File: src/rtl/cpu_flags_pkg.sv
`default_nettype none
// ============================================================================
// Module   : cpu_flags_pkg
// Brief    : Shared flag bit positions, default sizes and stack-op decode
//            for the CPU status-flag register file.
// Revision : 1.0  initial release
// ============================================================================
package cpu_flags_pkg;

  localparam int FLAG_Z         = 0;
  localparam int FLAG_S         = 1;
  localparam int FLAG_C         = 2;
  localparam int FLAG_V         = 3;
  localparam int NFLAGS_DEFAULT = 4;

  // Stack request seen in one cycle; push and pop together cancel out.
  typedef enum logic [1:0] {
    OP_NONE = 2'd0,
    OP_PUSH = 2'd1,
    OP_POP  = 2'd2,
    OP_BOTH = 2'd3
  } stack_op_e;

  function automatic stack_op_e decode_op(input logic push, input logic pop);
    stack_op_e op;
    op = OP_NONE;
    if (push && pop)      op = OP_BOTH;
    else if (push)        op = OP_PUSH;
    else if (pop)         op = OP_POP;
    return op;
  endfunction

endpackage
`default_nettype wire

File: src/rtl/flag_status_regs_if.sv
`default_nettype none
// ============================================================================
// Module   : flag_status_regs_if
// Brief    : Control/status bundle between ALU/interrupt controller and the
//            status-flag register file.
// Revision : 1.0  initial release
// ============================================================================
interface flag_status_regs_if #(
  parameter int NFLAGS      = 4,
  parameter int STACK_DEPTH = 4,
  parameter int CNT_W       = $clog2(STACK_DEPTH + 1)
);
  logic              we;
  logic [NFLAGS-1:0] wmask;
  logic [NFLAGS-1:0] flags_in;
  logic              push;
  logic              pop;
  logic              err_clr;
  logic [NFLAGS-1:0] flags_out;
  logic [CNT_W-1:0]  count;
  logic              full;
  logic              empty;
  logic              ovf_err;
  logic              unf_err;

  modport master (
    output we, wmask, flags_in, push, pop, err_clr,
    input  flags_out, count, full, empty, ovf_err, unf_err
  );

  modport slave (
    input  we, wmask, flags_in, push, pop, err_clr,
    output flags_out, count, full, empty, ovf_err, unf_err
  );
endinterface
`default_nettype wire

File: src/rtl/flag_status_regs_dffe_n.sv
`default_nettype none
// ============================================================================
// Module   : dffe_n
// Brief    : Enabled register bank with asynchronous active-low clear.
// Revision : 1.0  initial release
// ============================================================================
module dffe_n #(
  parameter int WIDTH = 4
) (
  input  wire logic [WIDTH-1:0] d,
  input  wire logic             clk,
  input  wire logic             clrn,
  input  wire logic             e,
  output logic      [WIDTH-1:0] q
);

  // Load d when enabled; clear immediately whenever clrn is low.
  always_ff @(posedge clk or negedge clrn) begin
    if (!clrn)  q <= '0;
    else if (e) q <= d;
  end

endmodule
`default_nettype wire

File: src/rtl/flag_status_regs.sv
`default_nettype none
// ============================================================================
// Module   : flag_status_regs
// Brief    : Live CPU status flags with per-flag masked write and a LIFO
//            save/restore stack for interrupt entry/return, with sticky
//            overflow/underflow error bits.
// Revision : 1.0  initial release
// ============================================================================
module flag_status_regs
  import cpu_flags_pkg::*;
#(
  parameter int NFLAGS      = NFLAGS_DEFAULT,
  parameter int STACK_DEPTH = 4
) (
  input wire logic          clk,
  input wire logic          clrn,
  flag_status_regs_if.slave bus
);

  localparam int              CNT_W   = $clog2(STACK_DEPTH + 1);
  localparam logic [CNT_W-1:0] DEPTH_C = CNT_W'(STACK_DEPTH);

  logic [NFLAGS-1:0] live_q;
  logic [NFLAGS-1:0] live_d;
  logic              live_en;
  logic [NFLAGS-1:0] stack_q [STACK_DEPTH];
  logic [NFLAGS-1:0] top_entry;
  logic [CNT_W-1:0]  count_q;
  logic              full;
  logic              empty;
  logic              do_push;
  logic              do_pop;
  logic              ovf_ev;
  logic              unf_ev;
  logic              ovf_q;
  logic              unf_q;
  stack_op_e         op;

  assign op      = decode_op(bus.push, bus.pop);
  assign full    = (count_q == DEPTH_C);
  assign empty   = (count_q == '0);
  assign do_push = (op == OP_PUSH) && !full;
  assign do_pop  = (op == OP_POP)  && !empty;
  assign ovf_ev  = (op == OP_PUSH) &&  full;
  assign unf_ev  = (op == OP_POP)  &&  empty;

  // Select the most recently saved entry (index count-1); zero when empty.
  always_comb begin
    top_entry = '0;
    for (int j = 0; j < STACK_DEPTH; j++) begin
      if (count_q == CNT_W'(j + 1)) top_entry = stack_q[j];
    end
  end

  // A successful pop restores flags and discards any same-cycle ALU write.
  assign live_d  = do_pop ? top_entry
                          : ((live_q & ~bus.wmask) | (bus.flags_in & bus.wmask));
  assign live_en = do_pop | bus.we;

  dffe_n #(.WIDTH(NFLAGS)) u_live (
    .d    (live_d),
    .clk  (clk),
    .clrn (clrn),
    .e    (live_en),
    .q    (live_q)
  );

  // Stack entries capture the pre-write live flags at the slot indexed by count.
  generate
    for (genvar j = 0; j < STACK_DEPTH; j++) begin : g_stack
      logic entry_en;
      assign entry_en = do_push && (count_q == CNT_W'(j));
      dffe_n #(.WIDTH(NFLAGS)) u_entry (
        .d    (live_q),
        .clk  (clk),
        .clrn (clrn),
        .e    (entry_en),
        .q    (stack_q[j])
      );
    end
  endgenerate

  // Occupancy count; only effective pushes/pops move it, so it saturates.
  always_ff @(posedge clk or negedge clrn) begin
    if (!clrn)        count_q <= '0;
    else if (do_push) count_q <= count_q + CNT_W'(1);
    else if (do_pop)  count_q <= count_q - CNT_W'(1);
  end

  // Sticky error bits; a new error event overrides a same-cycle clear.
  always_ff @(posedge clk or negedge clrn) begin
    if (!clrn) begin
      ovf_q <= 1'b0;
      unf_q <= 1'b0;
    end else begin
      ovf_q <= ovf_ev | (ovf_q & ~bus.err_clr);
      unf_q <= unf_ev | (unf_q & ~bus.err_clr);
    end
  end

  assign bus.flags_out = live_q;
  assign bus.count     = count_q;
  assign bus.full      = full;
  assign bus.empty     = empty;
  assign bus.ovf_err   = ovf_q;
  assign bus.unf_err   = unf_q;

endmodule
`default_nettype wire

File: src/flat_wrapper.sv
// flat-port wrapper written by rule: the top's interface ports become plain ports
module flag_status_regs_flat import cpu_flags_pkg::*;
#(
  parameter int NFLAGS      = NFLAGS_DEFAULT,
  parameter int STACK_DEPTH = 4
)
  (clk, clrn, bus_we, bus_wmask, bus_flags_in, bus_push, bus_pop, bus_err_clr, bus_flags_out, bus_count, bus_full, bus_empty, bus_ovf_err, bus_unf_err);
  flag_status_regs_if #(.NFLAGS(NFLAGS), .STACK_DEPTH(STACK_DEPTH)) bus_i ();
  input wire logic clk;
  input wire logic clrn;
  input wire logic [$bits(bus_i.we)-1:0] bus_we;
  input wire logic [$bits(bus_i.wmask)-1:0] bus_wmask;
  input wire logic [$bits(bus_i.flags_in)-1:0] bus_flags_in;
  input wire logic [$bits(bus_i.push)-1:0] bus_push;
  input wire logic [$bits(bus_i.pop)-1:0] bus_pop;
  input wire logic [$bits(bus_i.err_clr)-1:0] bus_err_clr;
  output wire logic [$bits(bus_i.flags_out)-1:0] bus_flags_out;
  output wire logic [$bits(bus_i.count)-1:0] bus_count;
  output wire logic [$bits(bus_i.full)-1:0] bus_full;
  output wire logic [$bits(bus_i.empty)-1:0] bus_empty;
  output wire logic [$bits(bus_i.ovf_err)-1:0] bus_ovf_err;
  output wire logic [$bits(bus_i.unf_err)-1:0] bus_unf_err;
  assign bus_i.we = bus_we;
  assign bus_i.wmask = bus_wmask;
  assign bus_i.flags_in = bus_flags_in;
  assign bus_i.push = bus_push;
  assign bus_i.pop = bus_pop;
  assign bus_i.err_clr = bus_err_clr;
  assign bus_flags_out = bus_i.flags_out;
  assign bus_count = bus_i.count;
  assign bus_full = bus_i.full;
  assign bus_empty = bus_i.empty;
  assign bus_ovf_err = bus_i.ovf_err;
  assign bus_unf_err = bus_i.unf_err;
  flag_status_regs #(.NFLAGS(NFLAGS), .STACK_DEPTH(STACK_DEPTH)) u_core (.clk(clk), .clrn(clrn), .bus(bus_i));
endmodule
File: config.mk
export PLATFORM = sky130hd
export DESIGN_NAME = flag_status_regs_flat
export DESIGN_NICKNAME = d
export VERILOG_FILES = /design/src/rtl/cpu_flags_pkg.sv /design/src/rtl/flag_status_regs_if.sv /design/src/rtl/flag_status_regs_dffe_n.sv /design/src/rtl/flag_status_regs.sv /design/src/flat_wrapper.sv
export SDC_FILE = /design/constraint.sdc
export NUM_CORES = 1
export LEC_CHECK = 0
export ABC_CLOCK_PERIOD_IN_PS = 5100
export CORE_UTILIZATION = 55
export CTS_CLUSTER_SIZE = 14
export DETAILED_ROUTE_END_ITERATION = 6
export GPL_ROUTABILITY_DRIVEN = 0
export GPL_TIMING_DRIVEN = 0
export PLACE_DENSITY = 0.94
export SLEW_MARGIN = 25
export SYNTH_ARGS = -nofsm -noshare
export SYNTH_HDL_FRONTEND = slang
export SYNTH_SLANG_ARGS = --single-unit
File: constraint.sdc
create_clock -name clk -period 5.1 [get_ports clk]
set_input_delay 1.02 -clock clk [delete_from_list [all_inputs] [get_ports clk]]
set_output_delay 1.02 -clock clk [all_outputs]
set_load 0.01 [all_outputs]
### Word level (Yosys, flattened, before mapping)

Index checks and enable logic that the tools add are counted.

* $add $sub $neg: 2
* multiply operators: 0
* div/mod/pow operators: 0
* order comparisons: 0
* equality and inequality tests: 6
* shift operators: 0
* multiplexer cells: 10
* bitwise gates (word level): 10
* reductions and logical operators: 13

Operators by type and width (number)
* 2-to-1 mux 4 bit: 5
* logical AND 1 bit: 9
* bitwise AND 4 bit: 2
* equality test 3 x 2 -> 1 bit, second input constant: 2
* 2-to-1 mux 2 bit: 3
* 2-to-1 mux 3 bit: 2
* inverter 4 bit: 1
* bitwise OR 4 bit: 1
* adder 3 x 1 -> 3 bit, second input constant: 1
* equality test 3 x 1 -> 1 bit, second input constant: 1
* equality test 3 bit, second input constant: 1
* logical NOT 3 bit: 1
* bitwise OR 1 bit: 3
* subtractor 3 x 1 -> 3 bit, second input constant: 1
* bitwise AND 1 bit: 2
* equality test 2 x 1 -> 1 bit, second input constant: 1
* equality test 2 bit, second input constant: 1
* logical NOT 1 bit: 2
* nonzero test 2 bit: 1
* inverter 1 bit: 1

* register bits after elaboration: 25
* latch bits: 0
* RAM bits: 0
* ROM bits: 0
* input bits: 14
* output and inout bits: 11
* logic and storage cells: 49
* memories: 0

### Longest topological paths before layout

Gate-level depths: netlist of run 1.

* depth after elaboration: 7
* mapped depth: 8

### Modules after synthesis

Synthesis of run 1 repeated with hierarchy kept, for this count alone.

* cells, all modules: 118
* area total of the unflattened synthesis: 1357.6 um^2

By module, submodules not included
* dffe_n: instances 5, cells an instance 8, area an instance 145.1 um^2, sequential area each 100.1 um^2
* flag_status_regs: instances 1, cells an instance 78, area an instance 631.9 um^2, sequential area each 125.1 um^2

### Worst setup path before layout of run 1

No wires, ideal clock.

* path type: reg2out
* start: reg u_core.count_q[1], in the netlist u_core.bus.count[1]
* end: out bus_empty
* arrival: 1.172 ns
* data required time: 4.080 ns
* path slack: 2.908 ns
* cell stages (with the launch flop): 6
* buffers on the path: 1
* path through: dfrtp_1 inv_1 ha_1 buf_2 nand2_1 inv_1

* word-level cells in the longest chain between the ends: 1

RTL lines
* start: declaration: line flag_status_regs.sv:28 `logic [CNT_W-1:0] count_q;`
* start signal: assignment: line flag_status_regs.sv:86 `else if (do_push) count_q <= count_q + CNT_W'(1);`
* start signal: assignment: line flag_status_regs.sv:87 `else if (do_pop) count_q <= count_q - CNT_W'(1);`
* logical NOT 3 bit: line flag_status_regs.sv:41 `assign empty = (count_q == '0);`
* end: declaration: line flat_wrapper.sv:20 `output wire logic [$bits(bus_i.empty)-1:0] bus_empty;`

Every way passes these cells.

### Worst setup path after layout of run 1

Ends and elaborated chain as after synthesis.

==> flow_summary.ini, run 1 <==
[cells_and_area]
fin_area_um2 = 1628
area_growth_pct = 20.57
layout_commonest_cell = dfrtp_1
drive_gt1_share_pct = 20.00
layout_common_cells = dfrtp_1 (25), clkdlybuf4s50_1 (21), nand2_1 (17), mux2_2 (16)
antenna_cells = 0
nets = 171

[die]
core_area_um2 = 2255
start_util_pct = 59.88
die-height_um = 51.55
die_w_um = 51.55
rows = 17
die-area_um2 = 2657
num_io_pins = 25

[power]
peakVddDrop_mv = 0.2904
p_int_uw = 527.7
pwr-share-seq_pct = 41.5
pwr-share-comb_pct = 48.1
clkPwrFrac_pct = 10.4
leakage_uw = 0.0007568
finalPower_uw = 854.0
p_sw_uw = 326.3
p_sw_share_pct = 38.21
p_per_area_nw_per_um2 = 524.7

[setup_path]
worstSetupEndpointType = primary output
crit_path_frequent_cell = inv_1
setup.worst_path.start_class = flip-flop
setup.worst_path.class = reg2out
cp.arrival_ns = 2.20
slowest_delay_ns = 0.53
required_ns = 4.08
slowest_stage = clkdlybuf4s50_1
path_max_fanout = 10
path_cells = inv_1 > ha_1 > buf_2 > nand2_1 > inv_1 > clkdlybuf4s50_1

[global_route]
grt-ovfl-total = 0
use_met1_pct = 32.95
grt_pass1_wl_um = 4788
grt.busiest_layer = met2
grt_max_degree = 26
grtUsageMet3_pct = 2.047
grt_pass1_vias = 1042
gr-usage-met2_pct = 41.77
grt_antenna_before_repair = 0
grt_use_total_pct = 24.69

[placed_design]
place_area_um2 = 1600
portBuffers = 22
dp_hpwl_um = 2143

[cts]
clock-sinks = 25
cts_tree = built
clockBufferDepth = 2
root_buffer = clkbuf_4
post_cts_buffers = 0
clock_latency_ns = 0.32
ctsHoldBuffers = 0
postCtsResizedCells = 0
cts_max_level = 1
clk_pin_slew_worst_paths_ns = 0.13
numCtsBuffers = 3

[sta]
clock-skew-final_ns = 0.001145
relSlewSlack_pct = 63.19
tightest_slew_ns = 0.5522
maxSlewViolCount = 0
max_freq_mhz = 310.9
tns_ns = 0
setup_violations = 0
hold_viol_final = 0
fin_crit_ns = 3.216
rsz0062_at_grt = false
period_share_pct = 63.07

[routing]
drtPass1Iterations = 4
drc = 0
drt_wl_total_um = 2871
viasPerCell = 5.972
vias = 1063
ant_nets = 0
wl_per_cell_um = 16.13
drtIter0Drc = 60

[yosys]
syn-cell-area_um2 = 1350
synth_top_area_share_pct = 46.34
ys_ff_latch = 25
synthCells = 124
yosysUniqueCellTypes = 26
yosysSeqAreaShare_pct = 46.34
syn_area_per_cell_um2 = 10.89
netlist_top_cells_area = dfrtp_1 (46%), mux2_2 (13%), ha_1 (5.6%)
syn_nets = 144
yosys.area.top_type = dfrtp_1
yosys_warnings = 0

[outcome]
status = completed

[min_path]
hold_path_class = reg2reg

[run]
cap_violations = 0
==> critical path, delay by kind of cell, from the launching register on <==
kind | cells | cell delay, ns
adder cells (fa/ha/maj) | 1 | 0.24
buffers and inverters | 4 | 1.02
flip-flops | 1 | 0.48
AND/OR/NAND/NOR | 1 | 0.13
==> kinds of logic (layout without fill, tap and decap cells) <==
| group | after synthesis | in the layout | share of synthesized area, % |
|---|---|---|---|
| multiplexers | 20 | 20 | 16.31 |
| flip-flops | 25 | 25 | 46.34 |
| AND/OR/NAND/NOR | 32 | 32 | 12.51 |
| buffers and inverters | 15 | 41 | 5.375 |
| adder cells (fa/ha/maj) | 6 | 6 | 5.561 |
| AO/OA/AOI/OAI | 25 | 25 | 13.25 |
| XOR/XNOR | 1 | 1 | 0.6489 |
==> per-layer routing <==
layer,vias up,routed length (um)
li1,500,-
met1,515,1220
met2,41,1437
met3,7,154
met4,0,59
met5,-,0
==> through the flow <==
stage                     util (%)  cells  setup slack, ns  hold slack [ns]
after global routing         72.20    178            1.783           0.5492
after detailed placement     70.98    174            2.277           0.5019
after floorplan                  -    124            2.908           0.4802
final                        72.20    178            1.884           0.5313
after global placement       71.20    174            2.347           0.4886
after CTS                    72.20    178            1.904           0.5340
==> power groups by stage <==
stage,combinational (uW),sequential (uW),clock [uW]
CTS,409,353,93.8
global placement,390,350,0
finish,411,355,88.7
detailed placement,407,358,0
floorplan,255,350,0
global route,450,365,98.9
==> synthesized netlist by cell type, drive strengths merged <==
master    n
dfrtp    25
nand2    17
mux2     16
buf       7
inv       7
o21ai     7
ha        6
a21oi     4
a221o     4
a222oi    4
mux2i     4
nand2b    4
nor2      4
and3      3
nor4b     2
o22ai     2
a2111oi   1
a211oi    1
a21o      1
clkbuf    1
nor2b     1
nor3b     1
o211ai    1
xnor2     1
==> cell type report <==
| class | count | area [um2] |
|---|---|---|
| fillers | 164 | 626.9 |
| repair buffers | 22 | 215.2 |
| flip-flops and latches | 25 | 625.6 |
| clock buffers | 3 | 22.52 |
| clock inverters | 1 | 5.005 |
| inverters | 7 | 26.28 |
| plain buffers | 8 | 46.29 |
| multi-input cells | 84 | 651.9 |
| well taps | 28 | 35.03 |
==> path summary, 6_finish.rpt <==
path / start / endpoint / slack, ns / depth (start not counted)
max reg2reg: u_core.bus.count[1] / u_core.g_stack[0].u_entry.q[0] / 2.99 / 6
min in group asynchronous: clrn / async pin / 0.66 / 1
max in group asynchronous: clrn / u_core.bus.count[2] / 4.07 / 1
min: u_core.g_stack[3].u_entry.q[1] / u_core.g_stack[3].u_entry.q[1] / 0.53 / 1
min reg2reg: u_core.g_stack[3].u_entry.q[1] / u_core.g_stack[3].u_entry.q[1] / 0.53 / 1
max: u_core.bus.count[1] / bus_empty / 1.88 / 6
(Power assumes the default switching activity.)
==> run 2, diff against run 1 <==
--- a/config.mk
+++ b/config.mk
@@ -5,13 +5,13 @@
 export SDC_FILE = /design/constraint.sdc
 export NUM_CORES = 1
 export LEC_CHECK = 0
-export ABC_CLOCK_PERIOD_IN_PS = 5100
-export CORE_UTILIZATION = 55
+export ABC_CLOCK_PERIOD_IN_PS = 2800
+export CORE_UTILIZATION = 46
 export CTS_CLUSTER_SIZE = 14
 export DETAILED_ROUTE_END_ITERATION = 6
 export GPL_ROUTABILITY_DRIVEN = 0
 export GPL_TIMING_DRIVEN = 0
-export PLACE_DENSITY = 0.94
+export PLACE_DENSITY = 0.85
 export SLEW_MARGIN = 25
 export SYNTH_ARGS = -nofsm -noshare
 export SYNTH_HDL_FRONTEND = slang
==> constraint.sdc (replaced) <==
create_clock -name clk -period 2.8 [get_ports clk]
set_input_delay 0.56 -clock clk [delete_from_list [all_inputs] [get_ports clk]]
set_output_delay 0.56 -clock clk [all_outputs]
set_load 0.01 [all_outputs]
==> run 2 against run 1 <==
Net effect:
- final area grew 0.61%
- flip-flop and latch count is the same
- sequential power grew 80%
- first-iteration DRC count shrank 1.7%
- global-route usage shrank 4.8 points
- largest power group unchanged
==> flow_summary.ini, run 2 (synthesized netlist as in run 1, its figures left out) <==
[outcome]
status = completed

[cells_and_area]
fillers = 219
nets = 171
finalNonFillerCells = 181
area_growth_pct = 21.32
layout_commonest_cell = dfrtp_1
multiInputGateArea_um2 = 654.4
drive_gt1_share_pct = 21.33
antenna_cells = 0
regArea_um2 = 626.9
layout_common_cells = dfrtp_1 (24), clkdlybuf4s50_1 (21), nand2_1 (17), mux2_2 (16)

[global_route]
grt_use_total_pct = 19.86
grt-ovfl-total = 0
grt_pass1_vias = 1031
grt_max_degree = 26
grt_antenna_before_repair = 0
grt_pass1_wl_um = 4892

[placed_design]
pre_cts_ws_ns = 0.4012
dp_cells = 177
portBuffers = 22
dp_hpwl_um = 2144

[setup_path]
setup.worst_path.class = reg2out
setup.worst_path.start_class = flip-flop
path_cells = inv_1 > ha_2 > clkbuf_4 > nand2_1 > inv_1 > clkdlybuf4s50_1
slowest_delay_ns = 0.54
crit_path_frequent_cell = inv_1
critPathTopFamily = buffers and inverters
worstSetupEndpointType = primary output
critical_path_buf_inv_count = 4
path_max_fanout = 10
slowest_stage = clkdlybuf4s50_1
required_ns = 2.24
cp.arrival_ns = 2.13

[cts]
clockBufferDepth = 2
cts_max_level = 1
clock_latency_ns = 0.31
clock-sinks = 25
clk_pin_slew_worst_paths_ns = 0.14
cts_tree = built
numCtsBuffers = 3
root_buffer = clkbuf_4
ctsHoldBuffers = 0

[routing]
wl_per_cell_um = 15.94
drt_wl_total_um = 2886
viasPerCell = 5.834
drtIter0Drc = 59
vias = 1056
drtPass1Iterations = 4
ant_nets = 0
drc = 0

[sta]
setup_violations = 0
clock-skew-final_ns = 0.002763
maxSlewViolCount = 0
hold_viol_final = 0
period_share_pct = 95.91
relSlewSlack_pct = 54.82
fin_ws_ns = 0.1145
max_freq_mhz = 372.4
fin_crit_ns = 2.685
rsz0062_at_grt = false
tns_ns = 0
tightest_slew_ns = 0.6762

[die]
die-height_um = 56.18
start_util_pct = 48.96
num_io_pins = 25
die-area_um2 = 3156
core_area_um2 = 2758
rows = 19
die_w_um = 56.18

[power]
peakVddDrop_mv = 0.5932
leakage_uw = 0.0007544
p_per_area_nw_per_um2 = 955.3

[min_path]
hold_path_class = in2async

[run]
cap_violations = 0
[run 2: cell count changes in the layout (fill, tap and decap cells not counted), sizes merged]
cell,before,now
buf,8,7
clkbuf,4,5
[run 2: path summary, 6_finish.rpt]
check,startpoint,endpoint,slack [ns],cells past startpoint
max,u_core.bus.count[1],bus_empty,0.11,6
min,clrn,u_core.g_stack[3].u_entry.q[2],0.20,1
max reg2reg,u_core.bus.count[0],flip-flop,0.63,6
min reg2reg,u_core.g_stack[1].u_entry.q[1],u_core.g_stack[1].u_entry.q[1],0.53,1
max in group asynchronous,clrn,u_core.bus.count[1],2.21,1
min in group clk,u_core.g_stack[1].u_entry.q[1],u_core.g_stack[1].u_entry.q[1],0.53,1
[run 2: layout make-up]
type	count	area share (%)
timing repair buffer	22	13.14
clock inverter	1	0.3056
clock buffer	3	1.375
inverter	7	1.604
sequential	25	38.27
tap	31	2.368
multi-input combinational	84	39.95
buffer	8	2.979
[run 2: timing repair]
item,in CTS,in global routing
gates resized for setup,0,3
buffers inserted,0,0
setup endpoints to repair,0,1
[run 2: metrics by stage]
| stage | util (%) | instance area [um2] | total power [uW] | hold WS [ns] |
|---|---|---|---|---|
| global placement | 58.35 | 1609 | 1353 | 0.4884 |
| floorplan | - | 1350 | 1102 | 0.2644 |
| CTS | 59.17 | 1632 | 1554 | 0.2240 |
| global route | 59.39 | 1638 | 1670 | 0.2451 |
| finish | 59.39 | 1638 | 1565 | 0.2031 |
| detailed placement | 58.17 | 1604 | 1396 | 0.4981 |
[run 2: worst register-to-register path, stage by stage (launching register included)]
cell and delay [ns]:
dfrtp_1 0.47, ha_1 0.22, ha_1 0.28, nor3b_1 0.60
nand2_1 0.12, a221o_1 0.32, o21ai_0 0.08
[run 2: power breakdown]
group          switching, uW  internal (uW)  leakage [uW]  total, uW
Combinational            361            401      0.000417        762
Sequential               125            516      0.000320        640
Clock                    109           53.4     0.0000177        163
[run 2: routing by layer]
metal | global-route usage, % | up-vias | part of all wire [%]
met4 | 6.620 | 0 | 1.5
li1 | - | 491 | -
met1 | 26.85 | 523 | 45
met5 | 0 | - | 0
met2 | 32.31 | 36 | 49
met3 | 3.488 | 6 | 4.5
